[src/rtl/cell_marker.sv]
// cell_marker
// Converts a committed board cell index (row [5:3], column [2:0]) into the
// pixel origin of that cell and draws a rectangular outline around it on the
// VGA pixel stream. Cell requests use a valid/ready handshake. A request is
// only made visible at the start of vertical blank, so the outline never
// tears mid-frame.
//
// Ports:
//   clk, rst                      pixel clock, asynchronous active-high reset
//   cell_idx, cell_valid          requested cell and its strobe
//   cell_ready                    high while a new request can be accepted
//   marker_en                     outline visible when high
//   hcount_in .. rgb_in           upstream VGA timing and pixel
//   hcount_out .. rgb_out         the same stream delayed 1 clk, outline overlaid
//   cell_x_out, cell_y_out        committed cell origin in pixels
//   marker_active                 a cell has been committed since reset
module cell_marker #(
    parameter int          BOARD_X0   = 256,
    parameter int          BOARD_Y0   = 128,
    parameter int          CELL_SIZE  = 48,
    parameter int          BORDER     = 2,
    parameter logic [11:0] MARK_COLOR = 12'hF00
) (
    input  logic        clk,
    input  logic        rst,
    input  logic [5:0]  cell_idx,
    input  logic        cell_valid,
    output logic        cell_ready,
    input  logic        marker_en,
    input  logic [10:0] hcount_in,
    input  logic [10:0] vcount_in,
    input  logic        hsync_in,
    input  logic        vsync_in,
    input  logic        hblnk_in,
    input  logic        vblnk_in,
    input  logic [11:0] rgb_in,
    output logic [10:0] hcount_out,
    output logic [10:0] vcount_out,
    output logic        hsync_out,
    output logic        vsync_out,
    output logic        hblnk_out,
    output logic        vblnk_out,
    output logic [11:0] rgb_out,
    output logic [11:0] cell_x_out,
    output logic [11:0] cell_y_out,
    output logic        marker_active
);

    localparam logic [11:0] ORIGIN_X_C = 12'(BOARD_X0);
    localparam logic [11:0] ORIGIN_Y_C = 12'(BOARD_Y0);
    localparam logic [11:0] LAST_C     = 12'(CELL_SIZE - 1);
    localparam logic [11:0] BORDER_C   = 12'(BORDER);

    typedef enum logic [1:0] {
        IDLE       = 2'd0,
        CALC       = 2'd1,
        WAIT_FRAME = 2'd2
    } state_t;

    state_t      state_r;
    logic [5:0]  idx_r;
    logic [11:0] pend_x_r;
    logic [11:0] pend_y_r;
    logic        vblnk_prev_r;

    logic [11:0] h_s;
    logic [11:0] v_s;
    logic        in_box_s;
    logic        on_edge_s;
    logic        overlay_s;

    // Board offset of a row/column: n*48 is a pair of shifts, other sizes multiply.
    function automatic logic [11:0] cell_offset(input logic [2:0] n);
        logic [11:0] wide;
        wide = {9'd0, n};
        if (CELL_SIZE == 48) begin
            cell_offset = (wide << 5) + (wide << 4);
        end else begin
            cell_offset = wide * 12'(CELL_SIZE);
        end
    endfunction

    // Request handshake, origin computation and commit at vertical-blank start.
    always_ff @(posedge clk or posedge rst) begin
        if (rst) begin
            state_r       <= IDLE;
            idx_r         <= 6'd0;
            pend_x_r      <= 12'd0;
            pend_y_r      <= 12'd0;
            vblnk_prev_r  <= 1'b0;
            cell_ready    <= 1'b1;
            cell_x_out    <= 12'd0;
            cell_y_out    <= 12'd0;
            marker_active <= 1'b0;
        end else begin
            vblnk_prev_r <= vblnk_in;
            case (state_r)
                IDLE: begin
                    if (cell_valid && cell_ready) begin
                        idx_r      <= cell_idx;
                        cell_ready <= 1'b0;
                        state_r    <= CALC;
                    end else begin
                        state_r    <= IDLE;
                    end
                end
                CALC: begin
                    pend_x_r <= ORIGIN_X_C + cell_offset(idx_r[2:0]);
                    pend_y_r <= ORIGIN_Y_C + cell_offset(idx_r[5:3]);
                    state_r  <= WAIT_FRAME;
                end
                WAIT_FRAME: begin
                    // Only a genuine low-to-high vblank transition commits; a
                    // vblank already in progress on entry is skipped.
                    if (vblnk_in && !vblnk_prev_r) begin
                        cell_x_out    <= pend_x_r;
                        cell_y_out    <= pend_y_r;
                        marker_active <= 1'b1;
                        cell_ready    <= 1'b1;
                        state_r       <= IDLE;
                    end else begin
                        state_r       <= WAIT_FRAME;
                    end
                end
                default: begin
                    cell_ready <= 1'b1;
                    state_r    <= IDLE;
                end
            endcase
        end
    end

    // Outline hit test against the committed cell box.
    always_comb begin
        h_s       = {1'b0, hcount_in};
        v_s       = {1'b0, vcount_in};
        in_box_s  = (h_s >= cell_x_out) && (h_s <= cell_x_out + LAST_C) &&
                    (v_s >= cell_y_out) && (v_s <= cell_y_out + LAST_C);
        on_edge_s = (h_s < cell_x_out + BORDER_C) ||
                    (h_s > cell_x_out + LAST_C - BORDER_C) ||
                    (v_s < cell_y_out + BORDER_C) ||
                    (v_s > cell_y_out + LAST_C - BORDER_C);
        overlay_s = marker_en && marker_active && !hblnk_in && !vblnk_in &&
                    in_box_s && on_edge_s;
    end

    // One-clock pipeline stage for the timing signals and the overlaid pixel.
    always_ff @(posedge clk or posedge rst) begin
        if (rst) begin
            hcount_out <= 11'd0;
            vcount_out <= 11'd0;
            hsync_out  <= 1'b0;
            vsync_out  <= 1'b0;
            hblnk_out  <= 1'b0;
            vblnk_out  <= 1'b0;
            rgb_out    <= 12'd0;
        end else begin
            hcount_out <= hcount_in;
            vcount_out <= vcount_in;
            hsync_out  <= hsync_in;
            vsync_out  <= vsync_in;
            hblnk_out  <= hblnk_in;
            vblnk_out  <= vblnk_in;
            if (overlay_s) begin
                rgb_out <= MARK_COLOR;
            end else begin
                rgb_out <= rgb_in;
            end
        end
    end

endmodule

[config.mk]
export PLATFORM = sky130hd
export DESIGN_NAME = cell_marker
export DESIGN_NICKNAME = d
export VERILOG_FILES = /design/src/rtl/cell_marker.sv
export SDC_FILE = /design/constraint.sdc
export NUM_CORES = 1
export LEC_CHECK = 0
export CAP_MARGIN = 15
export CORE_MARGIN = 4
export CORE_UTILIZATION = 42
export DETAILED_ROUTE_END_ITERATION = 10
export GPL_TIMING_DRIVEN = 1
export PLACE_DENSITY_LB_ADDON = 0.2
export SYNTH_ARGS = -nofsm -noshare
export SYNTH_HDL_FRONTEND = slang
export SYNTH_SLANG_ARGS = --single-unit
[constraint.sdc]
create_clock -name clk -period 2.8 [get_ports clk]
set_clock_uncertainty 0.15 [all_clocks]
set_input_delay 0.56 -clock clk [delete_from_list [all_inputs] [get_ports clk]]
set_output_delay 0.56 -clock clk [all_outputs]
set_load 0.005 [all_outputs]
After elaboration in Yosys (flattened, before gate mapping):

Cells that the tools add are included.

* register bits after elaboration: 96
* output and inout port bits: 64
* logic and storage cells: 67

* bitwise operators: 1
* eq/ne operators: 4
* multiplexer cells: 9
* order comparisons: 8
* reductions and logical operators: 20
* $add $sub $neg: 10

Operator list (count)
* two-way mux 12 bit: 3
* adder 12 x 2 -> 12 bit (second input constant): 2
* adder 12 x 6 -> 12 bit (second input constant): 2
* greater-or-equal comparator 11 x 12 -> 1 bit: 2
* greater-than comparator 11 x 12 -> 1 bit: 2
* less-or-equal comparator 11 x 12 -> 1 bit: 2
* < comparator 11 x 12 -> 1 bit: 2
* subtractor 12 x 2 -> 12 bit (second input constant): 2
* adder 8 x 7 -> 9 bit: 2
* adder 8 x 12 -> 12 bit (first input constant): 1
* adder 9 x 12 -> 12 bit (first input constant): 1
* logical AND 1 bit: 10
* case mux 2 bit (3 select lines): 1
* != test 2 bit (second input constant): 2
* AND reduction 2 bit: 2
* zero test 1 bit: 3
* logical OR 1 bit: 3
* two-way mux 1 bit: 3
* case mux 1 bit (3 select lines): 1
* AND reduction 3 bit: 1
* equality test 2 x 1 -> 1 bit (second input constant): 1
* equality test 2 bit (second input constant): 1
* zero test 2 bit: 1
* two-way mux 2 bit: 1
* NOT 1 bit: 1

Logic depth before layout (Yosys ltp):

Gate-level depths: netlist of run 1.

* word-level depth: 8
* depth in mapped cells: 10
* depth with buffers taken out: 9

Worst setup path after synthesis of run 1:

No wires, ideal clock.

* path type: register to register
* from: reg cell_y_out[5]
* to: reg rgb_out[10]
* period minus slack after synthesis: 2.629 ns
* setup slack: 0.171 ns
* arrival: 2.361 ns
* buffers on the path: 1
* cell stages (with the launch flop): 11
* cells stage by stage: dfrtp_1 -> ha_1 -> nand3_1 -> xnor2_1 -> ha_1 -> a21o_1 -> a221oi_2 -> a21oi_1 -> or3_4 -> buf_6 -> a21o_1

* word-level cells in the longest chain between the ends: 6

RTL lines
* from (decl): line 45 `output logic [11:0] cell_y_out,`
* from (signal assigned): line 117 `cell_y_out <= pend_y_r;`
* adder 12 x 6 -> 12 bit (tied with other cells): line 138, 142
* subtractor 12 x 2 -> 12 bit (tied with other cells): line 142 `(v_s > cell_y_out + LAST_C - BORDER_C);`
* greater-than comparator 11 x 12 -> 1 bit (tied with other cells): line 142
* logical OR 1 bit or logical AND 1 bit (tied branches): line 141, 143
* logical AND 1 bit *: line 144 `in_box_s && on_edge_s;`
* two-way mux 12 bit *: line 164 `if (overlay_s) begin`
* to (signal assigned): line 167 `rgb_out <= rgb_in;`
* to (decl): line 43 `output logic [11:0] rgb_out,`

Every way passes the cells marked *; elsewhere a longest branch is shown, timed or not.
A chain may end at the register's enable or synchronous reset.

Worst setup path in the final report of run 1:

* from: reg cell_y_out[6]
* to: reg rgb_out[10]

The elaborated chain is that of the path after synthesis.

==> summary.md, run 1 <==
| Metric | Value |
|---|---|
| WL/cell | 14.77 um |
| Global routing met1 resource utilization | 21.44% |
| Pint | 2.755 mW |
| Hold Fails Final Rpt | 0 |
| Final-report max-slew violation count | 0 |
| Std-Cell Rows | 33 |
| Clk buf depth | 2 |
| Clock root buffer | clkbuf_8 |
| DRT iter0 DRCs | 96 |
| Failing checks | negative setup slack |
| Total Wirelength | 8094 um |
| Clock share of power | 23.2% |
| DRC | 0 |
| Initial core utilization | 42.96% |
| Place WS | -0.1570 ns |
| Psw | 1.350 mW |
| Clock sink count | 72 |
| # Max-Cap Violations | 0 |
| P&R area growth vs syn | 44.85% |
| P_leak | 2.283 nW |
| Met3 usage | 4.558% |
| Sequential group share of total power | 36.5% |
| Post-detail-place hpwl | 6198 um |
| Combinational group share of total power | 40.3% |
| Fin crit share | 100.4% |
| Final setup fails | 6 |
| Commonest cells after routing, fill and taps aside | clkdlybuf4s50_1, dfrtp_1, ha_1 |
| Post-synth EDFFs | 0 |
| H-tree levels | 3 |
| Clock tree from TritonCTS | done |
| Grt ovf | 0 |
| Die Area | 9889 um2 |
| Post-route setup TNS | -0.03922 ns |
| Crit Path Category | flop to flop |
| Die Y | 99.45 um |
| Port buffer count | 99 |
| Worst Path Max Fanout | 6 |
| TritonRoute pass-1 iters | 4 |
| Count of different cell masters after synthesis | 48 |
| Synth Cell Area | 3512 um2 |
| Status | finished, violations left |
| GRT Resource Usage Total | 16.71% |
| Switching part of the total | 32.89% |
| Crit path DAT | 2.95 ns |
| Largest net degree at the start of global routing | 73 |
| Mapped Cells | 305 |
| Power Density | 807.0 nW/um2 |
| Mean post-synth cell area | 11.52 um2 |
| Utilization after layout | 62.23% |
| Seq/Total Area, Yosys | 51.34% |
| Fmax | 0.3558 GHz |
| Gpl congestion | 0.8650 |
| Final net count | 522 |
| Core box area | 8175 um2 |
| Layout cells sized above 1 | 18.96% |
| CP Data Required Time | 2.94 ns |
| Initial antenna violation count | 0 |
| Worst setup EP type | flop |
| Num CTS Buffers | 9 |
| Worst-path clk slew | 0.07 ns |
| DRT antenna net count | 0 |
| Most Crowded Layer GR | met2 |
| Post-CTS Hold Buffers | 0 |
| Via-per-instance ratio | 4.843 |
| Filler cells | 659 |
| Tmin final | 2.810 ns |
| Asr flop ratio synth | 100.0% |
| M2 GR Usage | 27.17% |
| Crit path launch type | flop |
| First-pass GRT wire length | 12990 um |
| Boundary pin count | 112 |
| Synthesized flop and latch total | 72 |
| Ys Warns | 0 |
| Via count | 2654 |
| ANT cells | 0 |
| Skew-Pair Late Insertion Delay | 0.35 ns |
| WHS | 0.3307 ns |
| HP Class | flop to flop |
| Final WS setup | -0.01019 ns |
| Number of global-route vias before repair | 2687 |
| Peak supply drop | 372.4 uV |
| Top FF cell, synth | dfrtp_1 |
| Die Wd | 99.45 um |
| RSZ-0062 raised after global routing | yes |
| Commonest non-fill, non-tap cell in the layout | clkdlybuf4s50_1 |
## metal layers
layer / vias to the layer above / part of all wire (%)
met2: 64 / 50
met3: 11 / 5.0
met5: - / 0
met1: 1269 / 43
li1: 1310 / -
met4: 0 / 1.7
## per-stage QoR
step / instances / power [mW] / instance area, um2
after floorplan: 316 / 2.387 / 3553
after global placement: 529 / 3.040 / 4776
after detailed placement: 529 / 3.090 / 4776
after CTS: 545 / 4.075 / 5022
after global routing: 548 / 4.438 / 5087
final: 548 / 4.106 / 5087
## cell type report
| cell class | instances | area, um2 | area share (%) |
|---|---|---|---|
| clock inverter | 4 | 73.82 | 1.451 |
| inverter | 26 | 97.59 | 1.918 |
| multi-input combinational | 200 | 1588 | 31.21 |
| tap | 105 | 131.4 | 2.582 |
| timing repair buffer | 129 | 1229 | 24.15 |
| clock buffer | 12 | 165.2 | 3.246 |
| sequential | 72 | 1803 | 35.44 |
## logic make-up (layout without fill, tap and decap cells)
logic type | after synthesis | in the layout | synth area share [%]
adders and majority gates | 36 | 36 | 13.25
xor gates and xnor gates | 8 | 8 | 1.995
muxes | 10 | 10 | 3.206
DFF | 72 | 72 | 51.34
AOI/OAI and AO/OA | 65 | 65 | 12.97
buffers and inverters | 45 | 171 | 6.412
and+or+nand+nor | 68 | 69 | 10.72
other | 1 | 12 | 0.1068
## path summary, 6_finish.rpt
check	startpoint	end	slack [ns]	cells after the start
min in group asynchronous	rst	rgb_out[0]	0.45	3
worst max register to register	cell_y_out[6]	rgb_out[10]	-0.01	10
max in group asynchronous	rst	cell_ready	1.72	3
worst max-delay path	cell_y_out[6]	rgb_out[10]	-0.01	10
worst min register to register	pend_x_r[6]	cell_x_out[6]	0.33	2
worst min-delay path	pend_x_r[6]	cell_x_out[6]	0.33	2
## synthesized netlist by cell type (7+ instances only)
master / count / area [um2]
a21oi_1: 12 / 60.06
inv_1: 26 / 97.59
mux2_2: 10 / 112.6
nand2_1: 21 / 78.83
o21ai_0: 19 / 95.09
xnor2_1: 8 / 70.07
a21o_1: 7 / 52.55
nand3_1: 10 / 50.05
a21boi_2: 8 / 90.09
buf_4: 13 / 97.59
dfrtp_1: 71 / 1777
ha_1: 34 / 425.4
## sequential cells by signal, summed over array words and instances, names as in the netlist
register / count
cell_y_out: 6
hsync_out: 1
hcount_out: 11
pend_x_r: 6
idx_r: 6
cell_x_out: 6
marker_active: 1
hblnk_out: 1
rgb_out: 12
state_r: 2
vcount_out: 11
vsync_out: 1
cell_ready: 1
pend_y_r: 6
vblnk_out: 1
## power by group through the flow
stage	combinational (mW)	clock [mW]	sequential, mW
2_1_floorplan	0.906	0	1.48
3_3_place_gp	1.55	0	1.49
3_5_place_dp	1.58	0	1.51
4_1_cts	1.61	0.981	1.49
5_1_grt	1.87	1.04	1.54
6_report	1.65	0.954	1.50
## repair_timing
action	in CTS	in global routing
gates cloned	0	2
setup endpoints to repair	3	12
buffers inserted	0	1
gates resized for setup	1	14
pin swaps	0	13
## critical path, cell delays in order (launching register included)
cell	delay, ns
dfrtp_1	0.43
ha_4	0.18
nand3_4	0.08
xnor2_2	0.15
ha_1	0.33
a21o_1	0.18
a221oi_2	0.31
a21oi_1	0.13
nor4b_2	0.43
buf_4	0.23
a21o_1	0.12
No activity file was read; power rests on OpenSTA's default activity.
==> run 2, diff against run 1 <==
GPL_TIMING_DRIVEN = 0   (was 1)
==> summary.md, run 2 (synthesis gave the netlist of run 1 again) <==
| Metric | Value |
|---|---|
| Status | finished, violations left |
| Failing checks | negative setup slack |
| Peak supply drop | 389.0 uV |
| Switching part of the total | 32.02% |
| WL/cell | 14.15 um |
| Place WS | -0.3058 ns |
| Crit path DAT | 2.93 ns |
| Grt ovf | 0 |
| Die Y | 99.45 um |
| Skew-Pair Late Insertion Delay | 0.34 ns |
| DRT antenna net count | 0 |
| Final setup fails | 3 |
| Crit Path Category | flop to flop |
| Clock tree from TritonCTS | done |
| Initial antenna violation count | 0 |
| Post-detail-place hpwl | 5817 um |
| Largest regs | rgb_out: 12 flops, hcount_out: 11 flops, vcount_out: 11 flops |
| CP Data Required Time | 2.89 ns |
| Critical Path, Cell by Cell | ha_2 -> nand3_2 -> xnor2_2 -> ha_1 -> a21o_1 -> a221oi_2 -> a21oi_1 -> or3_4 -> buf_12 -> a21o_1 |
| Boundary pin count | 112 |
| RSZ-0062 raised after global routing | yes |
| Combinational group share of total power | 38.9% |
| Via-per-instance ratio | 4.719 |
| Port buffer count | 99 |
| Gpl congestion | 0.8500 |
| P_leak | 2.273 nW |
| Final WS setup | -0.04573 ns |
| P&R area growth vs syn | 44.32% |
| DRT iter0 DRCs | 84 |
| Fin crit share | 101.6% |
| Commonest non-fill, non-tap cell in the layout | clkdlybuf4s50_1 |
| Clock share of power | 24.6% |
| Psw | 1.296 mW |
| Family with the most delay on the worst path | compound AO/OA/AOI/OAI gates |
| TritonRoute pass-1 iters | 4 |
| ANT cells | 0 |
| Max incr delay on CP | 0.45 ns |
| Worst path bufs/invs | 1 |
| Largest Register | rgb_out |
| Worst rel slew slack | 42.93% |
| GRT Resource Usage Total | 15.91% |
| Die Wd | 99.45 um |
| Pin slew with the least headroom to its limit | 0.8560 ns |
| Filler cells | 687 |
| Worst-path clk slew | 0.08 ns |
| DRC | 0 |
| Std-Cell Rows | 33 |
| Fmax | 0.3514 GHz |
| Via count | 2572 |
| Tmin final | 2.846 ns |
| Number of global-route vias before repair | 2448 |
| R2R Setup Slk | -0.05 ns |
| Area after DPL | 4678 um2 |
| Crit path launch type | flop |
| Core box area | 8175 um2 |
| Clk buf depth | 2 |
| Final-report max-slew violation count | 0 |
| Layout cells sized above 1 | 16.82% |
| Num CTS Buffers | 9 |
| CP dominant cell by count | a21o_1 |
| Power Density | 798.5 nW/um2 |
| Final net count | 519 |
| Total Wirelength | 7712 um |
| Largest net degree at the start of global routing | 73 |
| Slowest CP cell | or3_4 |
| Commonest cells after routing, fill and taps aside | clkdlybuf4s50_1, dfrtp_1, ha_1 |
| Sequential group share of total power | 36.5% |
| Hold Fails Final Rpt | 0 |
| Largest register FFs | 12 |
| Clock sink count | 72 |
| Worst setup EP type | flop |
| Clock root buffer | clkbuf_8 |
| Fin area | 5069 um2 |
| Die Area | 9889 um2 |
| Initial core utilization | 42.96% |
| Pint | 2.751 mW |
| Total Power | 4.047 mW |
| Worst Path Max Fanout | 5 |
| # Max-Cap Violations | 0 |
| H-tree levels | 3 |
| First-pass GRT wire length | 12200 um |
| HP Class | flop to flop |
-- run 2: changes by cell type in the layout (fill, tap and decap cells not counted), sizes merged --
cell | before | now
or3 | 3 | 2
clkbuf | 12 | 17
dlygate4sd2 | 0 | 1
buf | 30 | 22
clkdlybuf4s50 | 99 | 98
bufinv | 2 | 3
clkinv | 1 | 2
inv | 27 | 26
-- run 2: path summary, 6_finish.rpt --
check	from	endpoint	cells after the start
setup / recovery	cell_y_out[5]	rgb_out[9]	10
hold / removal	cell_ready	cell_ready	2
setup reg to reg	cell_y_out[5]	rgb_out[9]	10
hold reg to reg	cell_ready	cell_ready	2
max in group asynchronous	rst	vcount_out[1]	2
min in group asynchronous	rst	rgb_out[10]	2
-- run 2: power groups by stage --
stage | combinational (mW) | sequential, mW | clock (mW)
after CTS | 1.51 | 1.48 | 1.03
final | 1.57 | 1.48 | 0.998
after global placement | 1.42 | 1.50 | 0
after global routing | 1.78 | 1.52 | 1.07
after detailed placement | 1.45 | 1.51 | 0
after floorplan | 0.906 | 1.48 | 0
-- run 2: metal layers --
metal	wire (um)	part of all wire (%)	up-vias	track usage, %
li1	-	-	1311	-
met1	3422	44	1186	20.65
met2	3802	49	63	25.62
met3	354	4.6	12	3.436
met4	133	1.7	0	7.143
met5	0	0	-	0
-- run 2: final cells by class --
class                      count  area, um2  area share [%]
clock inverter                 5      103.9           2.049
tap                          105      131.4           2.592
buffer                        19      140.1           2.765
timing repair buffer         108       1076           21.23
inverter                      26      100.1           1.975
sequential                    72       1803           35.57
clock buffer                  11      141.4           2.789
multi-input combinational    199       1573           31.03
-- run 2: per-stage QoR --
stage / TNS (ns) / std cells / util, % / hold WS, ns
2_1_floorplan: 0 / 316 / - / 0.2960
3_3_place_gp: -62.52 / 520 / 57.19 / 0.3139
3_5_place_dp: -3.216 / 520 / 57.22 / 0.3174
4_1_cts: 0 / 542 / 60.81 / 0.3389
5_1_grt: -1.302 / 545 / 62.00 / 0.3621
6_report: -0.1079 / 545 / 62.00 / 0.3302
-- run 2: repair_timing --
action,in CTS,in global routing
buffers inserted,5,2
pin swaps,1,16
resized for setup,5,11
hold buffers,0,0
setup endpoints to repair,10,12
cloned,1,1
-- run 2: tightest hold or removal path: stages (launching register included) --
cell	delay (ns)
dfstp_2	0.38
inv_1	0.04
a22oi_1	0.05
